==> src/rtl/sht40_pkg.sv <==
// Shared encodings and constants for the SHT40 measurement sequencer.
package sht40_pkg;

  typedef enum logic [1:0] {
    OP_START = 2'b00,
    OP_WRITE = 2'b01,
    OP_READ  = 2'b10,
    OP_STOP  = 2'b11
  } op_e;

  typedef enum logic [1:0] {
    ERR_NONE = 2'b00,
    ERR_NACK = 2'b01,
    ERR_CRC  = 2'b10
  } err_e;

  typedef enum logic [3:0] {
    S_IDLE,
    S_W_START,
    S_W_ADDR,
    S_W_CMD,
    S_W_STOP,
    S_WAIT_CONV,
    S_R_START,
    S_R_ADDR,
    S_R_BYTE,
    S_R_STOP,
    S_CHECK,
    S_NACK_STOP,
    S_RETRY_WAIT
  } state_e;

  localparam logic [7:0] CRC_POLY = 8'h31;
  localparam logic [7:0] CRC_INIT = 8'hFF;

  // Width able to hold the larger of the two wait counts.
  function automatic int wait_width(input int a, input int b);
    int m;
    m = (a > b) ? a : b;
    return (m < 1) ? 1 : $clog2(m + 1);
  endfunction

endpackage

==> src/rtl/sht40_crc8.sv <==
// Combinational Sensirion CRC-8 over one 16-bit word, MSB first.
module sht40_crc8
  import sht40_pkg::*;
(
  input  logic [15:0] data,
  output logic [7:0]  crc
);

  always_comb begin
    crc = CRC_INIT;
    for (int i = 15; i >= 0; i--) begin
      if (crc[7] ^ data[i]) crc = {crc[6:0], 1'b0} ^ CRC_POLY;
      else                  crc = {crc[6:0], 1'b0};
    end
  end

endmodule

==> src/rtl/sht40_measure_sequencer.sv <==
// Sequences one SHT40 measurement over a byte-level I2C master:
// write command, conversion wait, 6-byte read, CRC check, with NACK retry.
module sht40_measure_sequencer
  import sht40_pkg::*;
#(
  parameter logic [6:0] I2C_ADDR          = 7'h44,
  parameter logic [7:0] MEAS_CMD          = 8'hFD,
  parameter int         CONV_WAIT_CYCLES  = 1000000,
  parameter int         RETRY_WAIT_CYCLES = 100000,
  parameter int         MAX_RETRIES       = 3
) (
  input  logic        clk,
  input  logic        rst,
  input  logic        Trigger,
  output logic        Cmd_Valid,
  input  logic        Cmd_Ready,
  output logic [1:0]  Cmd_Op,
  output logic [7:0]  Cmd_Wdata,
  output logic        Cmd_Read_Nack,
  input  logic        Resp_Valid,
  input  logic        Resp_Nack,
  input  logic [7:0]  Resp_Rdata,
  output logic        Busy,
  output logic        Data_Valid,
  output logic [15:0] Temp_Raw,
  output logic [15:0] Hum_Raw,
  output logic        Err_Valid,
  output logic [1:0]  Err_Code
);

  localparam int WAIT_W  = wait_width(CONV_WAIT_CYCLES, RETRY_WAIT_CYCLES);
  localparam int RETRY_W = (MAX_RETRIES < 1) ? 1 : $clog2(MAX_RETRIES + 1);
  localparam logic [WAIT_W-1:0]  CONV_LAST   = WAIT_W'(CONV_WAIT_CYCLES - 1);
  localparam logic [WAIT_W-1:0]  RETRY_LAST  = WAIT_W'(RETRY_WAIT_CYCLES - 1);
  localparam logic [RETRY_W-1:0] RETRY_LIMIT = RETRY_W'(MAX_RETRIES);

  state_e              state_reg, state_next;
  logic                sent_reg, sent_next;
  logic                phase_reg, phase_next;    // 0 = write phase, 1 = read phase
  logic                fatal_reg, fatal_next;
  logic [RETRY_W-1:0]  retry_cnt_reg, retry_cnt_next;
  logic [WAIT_W-1:0]   wait_cnt_reg, wait_cnt_next;
  logic [2:0]          byte_idx_reg, byte_idx_next;
  logic [15:0]         temp_reg, temp_next;
  logic [15:0]         hum_reg, hum_next;
  logic                data_valid_reg, data_valid_next;
  logic                err_valid_reg, err_valid_next;
  logic [1:0]          err_code_reg, err_code_next;
  logic [7:0]          rx_reg [6];

  logic       resp;
  logic       is_cmd;
  logic       nack_hit;
  logic       rx_we;
  logic [7:0] crc_temp, crc_hum;

  // A response only counts once our command has been accepted.
  assign resp  = sent_reg && Resp_Valid;
  assign rx_we = (state_reg == S_R_BYTE) && resp;

  sht40_crc8 u_crc_temp (.data({rx_reg[0], rx_reg[1]}), .crc(crc_temp));
  sht40_crc8 u_crc_hum  (.data({rx_reg[3], rx_reg[4]}), .crc(crc_hum));

  always_comb begin
    state_next      = state_reg;
    sent_next       = sent_reg;
    phase_next      = phase_reg;
    fatal_next      = fatal_reg;
    retry_cnt_next  = retry_cnt_reg;
    wait_cnt_next   = wait_cnt_reg;
    byte_idx_next   = byte_idx_reg;
    temp_next       = temp_reg;
    hum_next        = hum_reg;
    data_valid_next = 1'b0;
    err_valid_next  = 1'b0;
    err_code_next   = err_code_reg;
    Cmd_Valid       = 1'b0;
    Cmd_Op          = OP_START;
    Cmd_Wdata       = 8'h00;
    Cmd_Read_Nack   = 1'b0;
    is_cmd          = 1'b0;
    nack_hit        = 1'b0;

    case (state_reg)
      S_IDLE: begin
        if (Trigger && !data_valid_reg && !err_valid_reg) begin
          state_next     = S_W_START;
          phase_next     = 1'b0;
          fatal_next     = 1'b0;
          retry_cnt_next = '0;
        end
      end
      S_W_START: begin
        is_cmd = 1'b1;
        Cmd_Op = OP_START;
        if (resp) state_next = S_W_ADDR;
      end
      S_W_ADDR: begin
        is_cmd    = 1'b1;
        Cmd_Op    = OP_WRITE;
        Cmd_Wdata = {I2C_ADDR, 1'b0};
        if (resp) begin
          if (Resp_Nack) nack_hit = 1'b1;
          else begin
            retry_cnt_next = '0;
            state_next     = S_W_CMD;
          end
        end
      end
      S_W_CMD: begin
        is_cmd    = 1'b1;
        Cmd_Op    = OP_WRITE;
        Cmd_Wdata = MEAS_CMD;
        if (resp) begin
          if (Resp_Nack) nack_hit = 1'b1;
          else           state_next = S_W_STOP;
        end
      end
      S_W_STOP: begin
        is_cmd = 1'b1;
        Cmd_Op = OP_STOP;
        if (resp) begin
          wait_cnt_next = '0;
          state_next    = S_WAIT_CONV;
        end
      end
      S_WAIT_CONV: begin
        if (wait_cnt_reg == CONV_LAST) begin
          wait_cnt_next = '0;
          phase_next    = 1'b1;
          state_next    = S_R_START;
        end else begin
          wait_cnt_next = wait_cnt_reg + 1'b1;
        end
      end
      S_R_START: begin
        is_cmd = 1'b1;
        Cmd_Op = OP_START;
        if (resp) state_next = S_R_ADDR;
      end
      S_R_ADDR: begin
        is_cmd    = 1'b1;
        Cmd_Op    = OP_WRITE;
        Cmd_Wdata = {I2C_ADDR, 1'b1};
        if (resp) begin
          if (Resp_Nack) nack_hit = 1'b1;
          else begin
            retry_cnt_next = '0;
            byte_idx_next  = 3'd0;
            state_next     = S_R_BYTE;
          end
        end
      end
      S_R_BYTE: begin
        is_cmd        = 1'b1;
        Cmd_Op        = OP_READ;
        Cmd_Read_Nack = (byte_idx_reg == 3'd5);
        if (resp) begin
          if (byte_idx_reg == 3'd5) state_next = S_R_STOP;
          else                      byte_idx_next = byte_idx_reg + 3'd1;
        end
      end
      S_R_STOP: begin
        is_cmd = 1'b1;
        Cmd_Op = OP_STOP;
        if (resp) state_next = S_CHECK;
      end
      S_CHECK: begin
        state_next = S_IDLE;
        if (crc_temp == rx_reg[2] && crc_hum == rx_reg[5]) begin
          temp_next       = {rx_reg[0], rx_reg[1]};
          hum_next        = {rx_reg[3], rx_reg[4]};
          data_valid_next = 1'b1;
        end else begin
          err_valid_next = 1'b1;
          err_code_next  = ERR_CRC;
        end
      end
      S_NACK_STOP: begin
        is_cmd = 1'b1;
        Cmd_Op = OP_STOP;
        if (resp) begin
          if (fatal_reg) begin
            fatal_next     = 1'b0;
            err_valid_next = 1'b1;
            err_code_next  = ERR_NACK;
            state_next     = S_IDLE;
          end else begin
            wait_cnt_next = '0;
            state_next    = S_RETRY_WAIT;
          end
        end
      end
      S_RETRY_WAIT: begin
        if (wait_cnt_reg == RETRY_LAST) begin
          wait_cnt_next = '0;
          state_next    = phase_reg ? S_R_START : S_W_START;
        end else begin
          wait_cnt_next = wait_cnt_reg + 1'b1;
        end
      end
      default: state_next = S_IDLE;
    endcase

    // The STOP after the final allowed NACK ends the transaction in error.
    if (nack_hit) begin
      state_next = S_NACK_STOP;
      if (retry_cnt_reg == RETRY_LIMIT) fatal_next = 1'b1;
      else                              retry_cnt_next = retry_cnt_reg + 1'b1;
    end

    if (is_cmd) begin
      Cmd_Valid = !sent_reg;
      if (!sent_reg && Cmd_Ready) sent_next = 1'b1;
      if (resp)                   sent_next = 1'b0;
    end
  end

  always_ff @(posedge clk) begin
    if (rst) begin
      state_reg      <= S_IDLE;
      sent_reg       <= 1'b0;
      phase_reg      <= 1'b0;
      fatal_reg      <= 1'b0;
      retry_cnt_reg  <= '0;
      wait_cnt_reg   <= '0;
      byte_idx_reg   <= 3'd0;
      temp_reg       <= 16'h0000;
      hum_reg        <= 16'h0000;
      data_valid_reg <= 1'b0;
      err_valid_reg  <= 1'b0;
      err_code_reg   <= ERR_NONE;
    end else begin
      state_reg      <= state_next;
      sent_reg       <= sent_next;
      phase_reg      <= phase_next;
      fatal_reg      <= fatal_next;
      retry_cnt_reg  <= retry_cnt_next;
      wait_cnt_reg   <= wait_cnt_next;
      byte_idx_reg   <= byte_idx_next;
      temp_reg       <= temp_next;
      hum_reg        <= hum_next;
      data_valid_reg <= data_valid_next;
      err_valid_reg  <= err_valid_next;
      err_code_reg   <= err_code_next;
    end
  end

  always_ff @(posedge clk) begin
    if (rst) begin
      for (int i = 0; i < 6; i++) rx_reg[i] <= 8'h00;
    end else if (rx_we) begin
      for (int i = 0; i < 6; i++) begin
        if (byte_idx_reg == 3'(i)) rx_reg[i] <= Resp_Rdata;
      end
    end
  end

  assign Busy       = (state_reg != S_IDLE);
  assign Data_Valid = data_valid_reg;
  assign Err_Valid  = err_valid_reg;
  assign Err_Code   = err_code_reg;
  assign Temp_Raw   = temp_reg;
  assign Hum_Raw    = hum_reg;

endmodule

==> config.mk <==
export PLATFORM = sky130hd
export DESIGN_NAME = sht40_measure_sequencer
export DESIGN_NICKNAME = d
export VERILOG_FILES = /design/src/rtl/sht40_pkg.sv /design/src/rtl/sht40_crc8.sv /design/src/rtl/sht40_measure_sequencer.sv
export SDC_FILE = /design/constraint.sdc
export NUM_CORES = 1
export LEC_CHECK = 0
export CAP_MARGIN = 15
export CORE_MARGIN = 2
export CORE_UTILIZATION = 62
export DETAILED_ROUTE_END_ITERATION = 6
export PLACE_DENSITY_LB_ADDON = 0.2
export SKIP_LAST_GASP = 1
export SLEW_MARGIN = 10
export SYNTH_ARGS = -nofsm -noshare
export SYNTH_HDL_FRONTEND = slang
export SYNTH_SLANG_ARGS = --single-unit
==> constraint.sdc <==
create_clock -name clk -period 6.6 [get_ports clk]
set_input_delay 0.99 -clock clk [delete_from_list [all_inputs] [get_ports clk]]
set_output_delay 0.99 -clock clk [all_outputs]
set_load 0.03 [all_outputs]
==> impl_metrics.toml <==
[detailed_routing]
viasPerCell = 5.64
routed_wl_um = 13600
wl_per_cell_um = 16.2
vias = 4712
initialDrtViolationCount = 238
drc = 0
dr.pass1.iters = 5
ant_nets = 0

[clocking]
h-tree-depth = 4
clk_latency_ns = 0.53
clockBufferDepth = 2
cts_tree = "built"
ctsResizeCount = 0
postCtsHoldBufs = 0
root_buffer = "clkbuf_8"
clk_pin_slew_ns = 0.06
numCtsBuffers = 17
clock_sinks = 116
cts_setup_buffers = 0

[setup_path]
rr_startpoint = "rx_reg[0][25]"
worstPathMaxFanout = 22
path_cells = "nor2b_1, nand2_1, nor2_1, clkdlybuf4s50_1"
required_ns = 5.61
rr_worst_depth = 8
cpPeakStageDelay_ns = 0.76
crit_family = "simple AND/OR/NAND/NOR gates"
cp_num_buf_inv = 1
ff2ff_setup_slack_ns = 3.28
r2r-end = "Hum_Raw[0]"
critPathCaptureType = "primary output"
startpoint_type = "flop"
critical_path_class = "flop to primary output"
arrival_ns = 2.77
critPathSlowestCell = "dfxtp_1"

[synthesis]
synth_top_family_by_area = "simple AND/OR/NAND/NOR gates"
synth_cell_types = 62
synthTopCellsByArea = "edfxtp_1 22%, dfxtp_1 21%, xnor2_1 6.9%, nand2b_1 6.3%, mux2i_1 5.6%"
ys_seq_area_share_pct = 43.5
synth_adder_area_share_pct = 1.36
synth_edf_count = 48
netlist_instances = 632
synth.net_count = 653
synth_simple_gate_area_share_pct = 22.2
synth_xor_area_share_pct = 15.2
yosysTopAreaCell = "edfxtp_1"
ys_ff_latch = 116
synth_mux_area_share_pct = 5.77
synth-main-ff-cell = "dfxtp_1"
synth_top_area_share_pct = 22.4
ys.warnings.count = 0
synth_area_um2 = 6440
synth_compound_area_share_pct = 8.85
avgSynthCellArea_um2 = 10.2
async_flop_share_pct = 0

[cells_and_area]
n_antenna_cell = 0
fin_nets = 707
largest_reg_flops = 48
multi_input_area_um2 = 3450
stdcell_count = 835
layout-drive-gt1-share_pct = 6.44
areaGrowthSynthToFinish_pct = 18.8
finalCoreUtilization_pct = 75.2
nFillCells = 710
seqCellArea_um2 = 2800

[sta]
finalCritPeriodShare_pct = 57.0
final.setup.worst_slack_ns = 2.84
max-slew-margin-rel_pct = 31.5
setup_violations = 0
clock.fmax_ghz = 0.266
maxSlewViolCount = 0
setup-tns-final_ns = 0
finalHoldViolCount = 0
skew_ns = 0.00776
finalCriticalPeriod_ns = 3.76
worst_pin_slew_ns = 1.00
rsz0062_at_grt = "no"

[placed_design]
port_buffers = 61
hpwl_um = 9520
gp_congestion = 0.909
dp.cells = 803
dp_slack_ns = 3.22

[grt]
grt_pass1_vias = 4650
grt_use_total_pct = 25.8
grt_max_degree = 91
antenna_found_initial = 0
gr-total-overflow = 0
grt_pass1_wl_um = 22500

[floorplanning]
die_w_um = 106
dieArea_um2 = 11200
chipHeight_um = 106
pin_count = 63
start_util_pct = 63.3
rows = 37
core_area_um2 = 10200

[min_path]
whs_path_depth = 2
hold_start = "Temp_Raw[9]"
min_path_type = "flop to flop"
hold-path-endpoint = "Temp_Raw[9]"

[power_and_ir_drop]
power_density_nw_per_um2 = 279
power.static_leakage_nw = 2.79
vdd_drop_max_mv = 0.201

[run]
drv_cap = 0

[outcome]
outcome = "finished clean"
==> worst max-delay path by stage <==
| stage | start | endpoint | cells after the start |
|---|---|---|---|
| after floorplan | state_reg[1] | Cmd_Wdata[4] | 5 |
| after global placement | Resp_Valid | wait_cnt_reg[14] | 8 |
| after detailed placement | Resp_Valid | wait_cnt_reg[14] | 8 |
| after CTS | state_reg[3] | Cmd_Read_Nack | 4 |
| after global routing | state_reg[3] | Cmd_Read_Nack | 4 |
| final | state_reg[3] | Cmd_Read_Nack | 4 |
==> report_power, final <==
| group | internal (mW) | total, mW | switching (mW) |
|---|---|---|---|
| Clock | 0.542 | 0.870 | 0.329 |
| Combinational | 0.193 | 0.448 | 0.255 |
| Sequential | 0.768 | 0.815 | 0.0473 |
==> per-layer routing <==
metal	global-route usage, %	up-vias	share of wire [%]
li1	-	2311	-
met3	6.93	34	4.6
met2	43.1	146	49
met4	10.2	0	2.4
met1	31.9	2221	44
met5	0	-	0
==> cell type report <==
| class | instances | share of cell area (%) |
|---|---|---|
| multi-input cells | 475 | 45.0 |
| inverters | 13 | 0.637 |
| repair buffers | 63 | 8.11 |
| clock inverters | 14 | 1.80 |
| flip-flops and latches | 116 | 36.6 |
| clock buffers | 18 | 5.59 |
| well taps | 136 | 2.22 |
==> worst min-delay path, delay by kind of cell, from the launching register on <==
family           cells  cell delay, ns
DFF                  1            0.30
and+or+nand+nor      1            0.06
muxes                1            0.06
==> logic make-up (layout without fill, tap and decap cells) <==
group	Yosys count	in the layout
other	1	1
adder cells (fa/ha/maj)	7	7
AO/OA/AOI/OAI	83	83
flip-flops	116	116
AND/OR/NAND/NOR	260	260
multiplexers	37	37
XOR/XNOR	87	87
buffers and inverters	41	108
==> synth_stat cells (2+ instances only) <==
master and instances:
and4_1 3, edfxtp_1 48, nor4_1 2, nor4bb_1 2, nand3b_1 2, a21oi_1 23
a21o_1 6, o2111ai_1 4, o21ai_0 12, xnor3_1 12, inv_1 12, xor2_1 20
a2111oi_0 2, buf_4 5, a211oi_1 5, nand2b_1 65, mux2i_1 36, clkbuf_1 19
nand3_1 12, ha_1 7, nand2_1 30, a31oi_1 2, o22ai_1 3, xnor2_1 51
nor3_1 17, o21a_1 4, or3_1 6, dfxtp_1 68, nor4b_1 3, nor2_1 44
and2_1 42, o21ai_1 3, and3_1 20, nor2b_1 7, or2_2 2, o31ai_1 2
a22oi_1 2, o211ai_1 3, buf_6 3
==> cell usage in the layout, fill, tap and decap left out, types with 3 or more instances in the layout <==
| cell | instances |
|---|---|
| mux2i_1 | 36 |
| clkinv_2 | 4 |
| o21a_1 | 4 |
| nand2_1 | 30 |
| xor2_1 | 20 |
| and3_1 | 20 |
| ha_1 | 7 |
| a211oi_1 | 5 |
| xnor3_1 | 12 |
| and4_1 | 3 |
| nand2b_1 | 65 |
| nor3_1 | 17 |
| o21ai_0 | 12 |
| clkbuf_16 | 16 |
| and2_1 | 42 |
| inv_1 | 12 |
| a21oi_1 | 23 |
| clkinvlp_4 | 6 |
| xnor2_1 | 51 |
| nor2b_1 | 7 |
| o211ai_1 | 3 |
| nand3_1 | 12 |
| clkdlybuf4s50_1 | 60 |
| a21o_1 | 6 |
| o22ai_1 | 3 |
| nor4b_1 | 3 |
| o21ai_1 | 3 |
| or3_1 | 6 |
| o2111ai_1 | 4 |
| edfxtp_1 | 48 |
| dfxtp_1 | 68 |
| nor2_1 | 44 |
==> per-stage QoR <==
stage	cell area (um^2)	power [mW]	hold WS, ns
final	7650	2.13	0.473
after global routing	7650	2.22	0.491
after CTS	7650	2.14	0.476
after detailed placement	7090	1.27	0.462
after global placement	7090	1.25	0.458
after floorplan	6440	1.16	0.453
Power figures use the tool's default switching activity.
